$ cat src/rtl/adcv_pkg.sv
`default_nettype none
// +------------------------------------------------------------------------+
// | Package     : adcv_pkg                                                  |
// | Description : Shared types and constants for the ADC sample            |
// |               decimator: raw code width, FSM states, and the layout of |
// |               an output buffer entry.                                  |
// | Options     : ADC_DECIM_MINMAX_EN adds window min/max to each entry.   |
// | Revision    : 1.0 - initial release                                    |
// +------------------------------------------------------------------------+
package adcv_pkg;

  // The raw code is the TDC fine value plus one extra bit.
  localparam int C_FINE_BITS = 9;
  localparam int C_IN_W      = C_FINE_BITS + 1;

  typedef enum logic [1:0] {
    ST_IDLE   = 2'd0,
    ST_SETTLE = 2'd1,
    ST_ACCUM  = 2'd2
  } adc_state_t;

  // One output buffer entry at the default code width.
  typedef struct packed {
    logic [C_IN_W-1:0] avg;
`ifdef ADC_DECIM_MINMAX_EN
    logic [C_IN_W-1:0] min;
    logic [C_IN_W-1:0] max;
`endif
  } adc_entry_t;

  // Flattened entry width for an arbitrary code width.
  function automatic int entry_width(input int in_w);
`ifdef ADC_DECIM_MINMAX_EN
    return 3 * in_w;
`else
    return in_w;
`endif
  endfunction

endpackage
`default_nettype wire

$ cat src/rtl/adc_result_fifo.sv
`default_nettype none
// +------------------------------------------------------------------------+
// | Module      : adc_result_fifo                                          |
// | Description : Two-entry in-order valid/ready buffer. A push into a     |
// |               full buffer with no simultaneous pop is dropped and      |
// |               flagged; push and pop together when full are accepted.   |
// | Revision    : 1.0 - initial release                                    |
// +------------------------------------------------------------------------+
module adc_result_fifo #(
  parameter int WIDTH = 10
) (
  input  logic             clk,
  input  logic             rst_n,
  input  logic             push,
  input  logic [WIDTH-1:0] push_data,
  input  logic             pop_ready,
  output logic             out_valid,
  output logic [WIDTH-1:0] out_data,
  output logic             drop
);

  logic [1:0]       r_count;
  logic [WIDTH-1:0] r_head;
  logic [WIDTH-1:0] r_tail;
  logic             w_pop;
  logic             w_full;

  assign w_full    = (r_count == 2'd2);
  assign w_pop     = pop_ready && (r_count != 2'd0);
  assign drop      = push && w_full && !w_pop;
  assign out_valid = (r_count != 2'd0);
  assign out_data  = r_head;

  // Occupancy and storage update; the head register drives out_data directly.
  always_ff @(posedge clk or negedge rst_n) begin
    if (!rst_n) begin
      r_count <= 2'd0;
      r_head  <= '0;
      r_tail  <= '0;
    end else begin
      case (r_count)
        2'd0: begin
          if (push) begin
            r_head  <= push_data;
            r_count <= 2'd1;
          end
        end
        2'd1: begin
          case ({push, w_pop})
            2'b11: r_head <= push_data;
            2'b10: begin
              r_tail  <= push_data;
              r_count <= 2'd2;
            end
            2'b01: r_count <= 2'd0;
            default: ;
          endcase
        end
        2'd2: begin
          if (w_pop) begin
            r_head <= r_tail;
            if (push) begin
              r_tail <= push_data;
            end else begin
              r_count <= 2'd1;
            end
          end
        end
        default: r_count <= 2'd0;
      endcase
    end
  end

endmodule
`default_nettype wire

$ cat src/rtl/adc_sample_decimator.sv
`default_nettype none
// +------------------------------------------------------------------------+
// | Module      : adc_sample_decimator                                     |
// | Description : Discards SETTLE samples after enable, then averages      |
// |               2^LOG2_DECIM raw codes with round-half-up and pushes     |
// |               each result into a 2-entry output buffer. Results that   |
// |               find the buffer full are dropped and counted.            |
// | Options     : ADC_DECIM_MINMAX_EN adds out_min/out_max per window.     |
// | Revision    : 1.0 - initial release                                    |
// +------------------------------------------------------------------------+
module adc_sample_decimator
  import adcv_pkg::*;
#(
  parameter int IN_W       = C_IN_W,
  parameter int LOG2_DECIM = 2,
  parameter int SETTLE     = 4,
  parameter int CNT_W      = 8
) (
  input  logic             clock,
  input  logic             reset_n,
  input  logic             enable,
  input  logic             in_valid,
  input  logic [IN_W-1:0]  in_data,
  output logic             out_valid,
  input  logic             out_ready,
  output logic [IN_W-1:0]  out_data,
  output logic [CNT_W-1:0] overrun_cnt,
`ifdef ADC_DECIM_MINMAX_EN
  output logic [IN_W-1:0]  out_min,
  output logic [IN_W-1:0]  out_max,
`endif
  output logic             busy
);

  localparam int c_N       = 1 << LOG2_DECIM;
  localparam int c_ACC_W   = IN_W + LOG2_DECIM + 1;
  localparam int c_SCNT_W  = 9;
  localparam int c_ENTRY_W = entry_width(IN_W);

  localparam logic [c_ACC_W-1:0]  c_ROUND       = c_ACC_W'(c_N >> 1);
  localparam logic [c_SCNT_W-1:0] c_ACCUM_LAST  = c_SCNT_W'(c_N - 1);
  localparam logic [c_SCNT_W-1:0] c_SETTLE_LAST = c_SCNT_W'(SETTLE - 1);

  logic [1:0]           r_rst_sync;
  logic                 w_rst_n;
  adc_state_t           r_state;
  logic [c_ACC_W-1:0]   r_acc;
  logic [c_SCNT_W-1:0]  r_cnt;
  logic [CNT_W-1:0]     r_overrun;
  logic [c_ACC_W-1:0]   w_acc_next;
  logic [c_ACC_W-1:0]   w_sum;
  logic [IN_W-1:0]      w_avg;
  logic                 w_last;
  logic [c_ENTRY_W-1:0] w_entry;
  logic [c_ENTRY_W-1:0] w_fifo_data;
  logic                 w_drop;

  // Reset asserts asynchronously but releases on a clock edge.
  always_ff @(posedge clock or negedge reset_n) begin
    if (!reset_n) begin
      r_rst_sync <= 2'b00;
    end else begin
      r_rst_sync <= {r_rst_sync[0], 1'b1};
    end
  end

  assign w_rst_n = r_rst_sync[1];

  // The window sum never needs more than IN_W+LOG2_DECIM+1 bits, rounding included.
  assign w_acc_next = r_acc + c_ACC_W'(in_data);
  assign w_sum      = w_acc_next + c_ROUND;
  assign w_avg      = IN_W'(w_sum >> LOG2_DECIM);
  assign w_last     = enable && in_valid && (r_state == ST_ACCUM) && (r_cnt == c_ACCUM_LAST);

  // Run-control FSM with window accumulator and sample counter.
  always_ff @(posedge clock or negedge w_rst_n) begin
    if (!w_rst_n) begin
      r_state <= ST_IDLE;
      r_acc   <= '0;
      r_cnt   <= '0;
    end else if (!enable) begin
      r_state <= ST_IDLE;
      r_acc   <= '0;
      r_cnt   <= '0;
    end else begin
      case (r_state)
        ST_IDLE: begin
          r_acc   <= '0;
          r_cnt   <= '0;
          r_state <= (SETTLE > 0) ? ST_SETTLE : ST_ACCUM;
        end
        ST_SETTLE: begin
          if (in_valid) begin
            if (r_cnt == c_SETTLE_LAST) begin
              r_cnt   <= '0;
              r_state <= ST_ACCUM;
            end else begin
              r_cnt <= r_cnt + 1'b1;
            end
          end
        end
        ST_ACCUM: begin
          if (in_valid) begin
            if (w_last) begin
              r_acc <= '0;
              r_cnt <= '0;
            end else begin
              r_acc <= w_acc_next;
              r_cnt <= r_cnt + 1'b1;
            end
          end
        end
        default: begin
          r_state <= ST_IDLE;
          r_acc   <= '0;
          r_cnt   <= '0;
        end
      endcase
    end
  end

`ifdef ADC_DECIM_MINMAX_EN
  logic [IN_W-1:0] r_min;
  logic [IN_W-1:0] r_max;
  logic [IN_W-1:0] w_win_min;
  logic [IN_W-1:0] w_win_max;

  // The first sample of a window loads both extremes.
  assign w_win_min = (r_cnt == '0) ? in_data : ((in_data < r_min) ? in_data : r_min);
  assign w_win_max = (r_cnt == '0) ? in_data : ((in_data > r_max) ? in_data : r_max);
  assign w_entry   = {w_avg, w_win_min, w_win_max};

  // Track window extremes for every accumulated sample.
  always_ff @(posedge clock or negedge w_rst_n) begin
    if (!w_rst_n) begin
      r_min <= '0;
      r_max <= '0;
    end else if (enable && in_valid && (r_state == ST_ACCUM)) begin
      r_min <= w_win_min;
      r_max <= w_win_max;
    end
  end

  assign out_min = w_fifo_data[2*IN_W-1 -: IN_W];
  assign out_max = w_fifo_data[IN_W-1:0];
`else
  assign w_entry = w_avg;
`endif

  adc_result_fifo #(
    .WIDTH (c_ENTRY_W)
  ) u_fifo (
    .clk       (clock),
    .rst_n     (w_rst_n),
    .push      (w_last),
    .push_data (w_entry),
    .pop_ready (out_ready),
    .out_valid (out_valid),
    .out_data  (w_fifo_data),
    .drop      (w_drop)
  );

  assign out_data = w_fifo_data[c_ENTRY_W-1 -: IN_W];

  // Saturating count of results lost to a full buffer.
  always_ff @(posedge clock or negedge w_rst_n) begin
    if (!w_rst_n) begin
      r_overrun <= '0;
    end else if (w_drop && (r_overrun != '1)) begin
      r_overrun <= r_overrun + 1'b1;
    end
  end

  assign overrun_cnt = r_overrun;
  assign busy        = (r_state != ST_IDLE);

endmodule
`default_nettype wire
$ cat config.mk
export PLATFORM = sky130hd
export DESIGN_NAME = adc_sample_decimator
export DESIGN_NICKNAME = d
export VERILOG_FILES = /design/src/rtl/adcv_pkg.sv /design/src/rtl/adc_result_fifo.sv /design/src/rtl/adc_sample_decimator.sv
export SDC_FILE = /design/constraint.sdc
export NUM_CORES = 1
export LEC_CHECK = 0
export CAP_MARGIN = 20
export CORE_MARGIN = 1
export CORE_UTILIZATION = 51
export DETAILED_ROUTE_END_ITERATION = 8
export PLACE_DENSITY = 0.76
export SKIP_LAST_GASP = 1
export SLEW_MARGIN = 30
export SYNTH_ARGS = -nofsm -noshare
export SYNTH_HDL_FRONTEND = slang
export SYNTH_SLANG_ARGS = --single-unit
$ cat constraint.sdc
create_clock -name clock -period 1.6 [get_ports clock]
set_input_delay 0.32 -clock clock [delete_from_list [all_inputs] [get_ports clock]]
set_output_delay 0.32 -clock clock [all_outputs]
set_load 0.05 [all_outputs]
==> metrics.yaml <==
outcome: "finished, violations left"
violations: "negative setup slack"
placementRows: 28
ys_seq_elements: 55
io_pins: 35
drt_iter0_markers: 364
drt_first_pass_iters: 5
min_period_ps: 2900
setup_viol: 55
synthArstFlopShare: 1.00
grt_max_degree: 29
hold_violations: 0
required_ps: 1860
timing.fmax_mhz: 345
grt_overflow_total: 0
die_w_um: 81.3
die_h_um: 81.3
core_mm2: 0.00599
setup_slack_ps: -1300
fillers: 226
area_growth_pct: 68.3
seq_area_frac_synth: 0.429
synth_top_area_share: 0.429
critical_path_peak_fanout: 5
portBuffers: 34
yosys_warnings: 0
initial_utilization: 0.535
grt_use_total: 0.341
finClkSkew_ps: 14.2
drc: 0
drive_gt1_frac: 0.524
finalSetupTns_ps: -34050
clk_pin_slew_ps: 110
rsz0062_at_grt: "true"
antenna_found_initial: 0
power.density_mw_per_mm2: 571
wire_per_inst_um: 23.6
crit_chain: "ha_2 > fa_2 > a211oi_4 > buf_4 > o211ai_1 > nand4_1 > nand4_1 > nor3_2 > xor2_1 > a221o_1"
holdWs_ps: 151
place.gp.congestion: 0.855
grt_pass1_wl_mm: 16.8
root_buffer: "clkbuf_8"
ys_types: 51
synth_xor_area_frac: 0.0683
seqCellArea_mm2: 0.00138
antenna_cells: 0
ant_nets: 0
synthSimpleGateAreaFrac: 0.180
dp_hpwl_mm: 5.75
cts_buffer_depth: 2
peakVddDrop_uv: 566
place_inst: 506
crit_path_top_delay_cell: "dfrtp_1"
leakage_nw: 2.57
synthMuxAreaShare: 0.0660
clock_sinks: 55
synth_top_family_by_area: "simple AND/OR/NAND/NOR gates"
crit_type: "register to register"
place_ws_ps: -1340
wirelength_mm: 13.0
grt_pass1_vias: 3362
synth.most_common_cell: "dfrtp_1"
cp_top_family: "compound AO/OA/AOI/OAI gates"
cts_buffers: 5
netlist_area_mm2: 0.00321
clock_latency_ps: 320
cts_tree: "built"
cts.hold.buffers_added: 0
crit_top_cell: "nand4_1"
netlist_instances: 315
synthTopCellsByArea: "dfrtp_1 (43%), ha_1 (6.6%), xnor2_1 (4.1%), nor2_1 (3.5%), mux2i_1 (3.4%)"
synth_common_cells: "dfrtp_1 (55), nor2_1 (30), nand2_1 (21)"
htreeDepth: 2
synth-main-ff-cell: "dfrtp_1"
end_kind: "register"
yosysTopAreaCell: "dfrtp_1"
finalMaxSlewViolations: 0
dieArea_mm2: 0.00661
synth_adder_area_share: 0.0726
cap_violations: 0
via_count: 3567
nets: 508
syn_area_per_cell_um2: 10.2
fin_util: 0.901
final_cells: 550
critPathArrivalTime_ps: 3150
syn_nets: 348
critPathLaunchType: "register"
slowest_delay_ps: 400
multi_input_area_mm2: 0.00232
synth_edf_count: 0
vias_per_cell: 6.49
finalCritPeriodShare: 1.81
hold_class: "input pin to async pin"
synth-compound-area-share: 0.163
crit_buf_inv: 1
[cell type report]
cell class | count | area share
Clock buffer | 5 | 0.0128
Sequential cell | 55 | 0.256
Tap cell | 75 | 0.0174
Timing Repair Buffer | 161 | 0.270
Clock inverter | 2 | 0.00696
Multi-Input combinational cell | 244 | 0.430
Inverter | 8 | 0.00649
[registers in the layout, indices dropped and copies added (netlist names)]
signal and count:
u_fifo.out_data 10, overrun_cnt 8, r_cnt 9, u_fifo.r_tail 10, r_rst_sync 2, r_acc 12, r_state 2, u_fifo.r_count 2
[what timing repair did]
| action | 4_1_cts | 5_1_grt |
|---|---|---|
| setup buffers | 19 | 24 |
| endpoints found under the setup margin | 54 | 55 |
| pin swaps | 47 | 34 |
| resized for setup | 80 | 49 |
| cloned | 1 | 0 |
[cell families after synthesis]
family	count (synthesis)
flip-flops	55
multiplexers	20
AO/OA/AOI/OAI	76
AND/OR/NAND/NOR	104
buffers and inverters	16
other	1
adder cells (fa/ha/maj)	18
XOR/XNOR	25
[placed cells by master (no fill, tap or decap), types with 4 or more instances in the layout]
cell	netlist	final
o21ai_0	18	8
nand4_1	8	8
inv_1	8	5
dfrtp_1	55	52
a21oi_1	15	12
ha_4	0	7
a22o_1	12	11
nand2_1	21	16
mux2i_1	11	10
mux2_4	0	5
xnor2_1	15	9
xor2_1	10	6
nor2_1	30	20
clkbuf_8	0	5
nor2_2	0	7
mux2_2	9	4
xnor2_2	0	6
o21ai_1	0	4
o21ai_2	0	5
ha_1	17	9
buf_6	0	23
buf_4	0	112
buf_12	0	10
nor3_1	7	5
nand3_1	10	8
a21o_1	4	4
clkdlybuf4s50_1	0	12
[final timing paths]
path | start | to | slack [ps] | cells past startpoint
max in group asynchronous | r_rst_sync[1]$_DFF_PN0_ | r_cnt[3]$_DFFE_PN0P_ | 1010 | 1
worst min-delay path | reset_n | r_rst_sync[1]$_DFF_PN0_ | 150 | 1
min in group clock | r_rst_sync[0]$_DFF_PN0_ | r_rst_sync[1]$_DFF_PN0_ | 370 | 0
worst min register to register | r_rst_sync[1]$_DFF_PN0_ | r_state[1]$_DFFE_PN0P_ | 290 | 1
worst max register to register | r_acc[0]$_DFFE_PN0P_ | u_fifo.out_data[8]$_DFFE_PN0P_ | -1300 | 10
worst max-delay path | r_acc[0]$_DFFE_PN0P_ | u_fifo.out_data[8]$_DFFE_PN0P_ | -1300 | 10
[per-layer routing]
metal	routed length, um	track usage	part of all wire	vias up
met5	0	0	0	-
met4	793	0.164	0.061	0
met3	991	0.0753	0.076	97
met2	6460	0.580	0.50	278
met1	4760	0.404	0.37	1730
li1	-	-	-	1462
[stage by stage]
step | instance area [um2] | total power [mW]
finish | 5400 | 3.08
global route | 5400 | 3.17
CTS | 5030 | 2.95
detailed placement | 4460 | 1.95
global placement | 4460 | 1.94
floorplan | 3330 | 1.73
[worst register-to-register path, stage by stage, from the launching register on]
cell and delay [ps]:
dfrtp_1 400, ha_2 210, fa_2 380, a211oi_4 340, buf_4 180, o211ai_1 150
nand4_1 180, nand4_1 180, nor3_2 250, xor2_1 310, a221o_1 250
[report_power, final]
part / total [mW] / internal (mW) / switching (mW)
logic: 0.683 / 0.303 / 0.380
registers: 1.43 / 1.42 / 0.0174
clock network: 0.965 / 0.459 / 0.506
Note: power is estimated with default switching activity, not from simulation.
==> patch, RTL diff (same settings) <==
One comparison of `r_cnt` changes from == to >=.
--- a/src/rtl/adc_sample_decimator.sv
+++ b/src/rtl/adc_sample_decimator.sv
@@ -92,5 +92,5 @@
         ST_SETTLE: begin
           if (in_valid) begin
-            if (r_cnt == c_SETTLE_LAST) begin
+            if (r_cnt >= c_SETTLE_LAST) begin
               r_cnt   <= '0;
               r_state <= ST_ACCUM;
Formal check against the unedited RTL: no difference found for any inputs over 10 cycles, from zero or initial values and one cycle with reset_n low; that may be too few to reach the edited logic, so the function may still have changed.
==> patch against the original RTL <==
- the flow now stops in global routing
- area after synthesis increased by 7.7%
==> patch: results (changes against the original RTL) <==
| Metric | Value |
|---|---|
| Sequential share of the synthesized area | 39.9% (was 42.9%) |
| CTS Buf Count | 5 (unchanged) |
| Grt total ovfl | 324 |
| Last worst endpoint in the global-route repair_timing | u_fifo.out_data[9]$_DFFE_PN0P_/D |
| WEP type | sequential cell input |
| Ranking of synthesized cells by area | dfrtp_1 (40%), ha_1 (6.2%), o21ai_0 (4.1%), nor2_1 (3.9%), nand2_1 (3.5%) (was dfrtp_1 (43%), ha_1 (6.6%), xnor2_1 (4.1%), nor2_1 (3.5%), mux2i_1 (3.4%)) |
| Tool error | [ERROR GRT-0232] Routing congestion too high. Check the congestion heatmap in the GUI. |
| Post-DP HPWL | 7240 um (was 5750 um) |
| Max clock buf depth | 2 (unchanged) |
| Gr usage total | 89.2% |
| H-tree levels | 2 (unchanged) |
| YS warnings | 0 (unchanged) |
| Top cells by count, synth | dfrtp_1 (55), nor2_1 (36), nand2_1 (32), o21ai_0 (28), nand3_1 (19) (was dfrtp_1 (55), nor2_1 (30), nand2_1 (21), o21ai_0 (18), ha_1 (17)) |
| FF+latch count, synth | 55 (unchanged) |
| Routability Congestion | 0.860 (was 0.855) |
| Status | stopped before the end (was finished with violations) |
| Syn_nets | 398 (was 348) |
| Clk root buf | clkbuf_8 (unchanged) |
| Post-synth EDFFs | 0 (unchanged) |
| IO Port Bufs | 34 (unchanged) |
| Async set or reset register ratio after synthesis | 100% (unchanged) |
| Unique masters post-synth | 66 (was 51) |
| Halt Stage | global routing |
| Largest net degree at the start of global routing | 36 |
==> patch: metrics by stage <==
step                      instance area (sq um)  util [%]  worst slack [ns]  cells  TNS (ns)
after global placement                     5040      78.5             -1.43    580    -39.74
after CTS                                  5790      90.1             -1.06    615    -24.71
after detailed placement                   5040      78.5             -1.48    580    -41.85
after floorplan                            3700         -            -0.929    365    -16.53
==> patch: cells by family after synthesis <==
group	share of synthesized area (%)
AOI/OAI and AO/OA	21.2
muxes	2.54
other	0.109
adders and majority gates	6.74
xor gates and xnor gates	5.00
DFF	39.9
buffers and inverters	2.76
and+or+nand+nor	21.8
==> patch: metal layers <==
layer / track usage, % / overflow
met5: 11.2 / 0
met4: 103 / 106
met3: 66.3 / 6
met2: 111 / 210
met1: 87.3 / 2
==> patch: what timing repair did <==
| item | 4_1_cts |
|---|---|
| gates resized for setup | 89 |
| endpoints found under the setup margin | 50 |
| pin swaps | 38 |
| setup buffers | 25 |
| cloned | 3 |
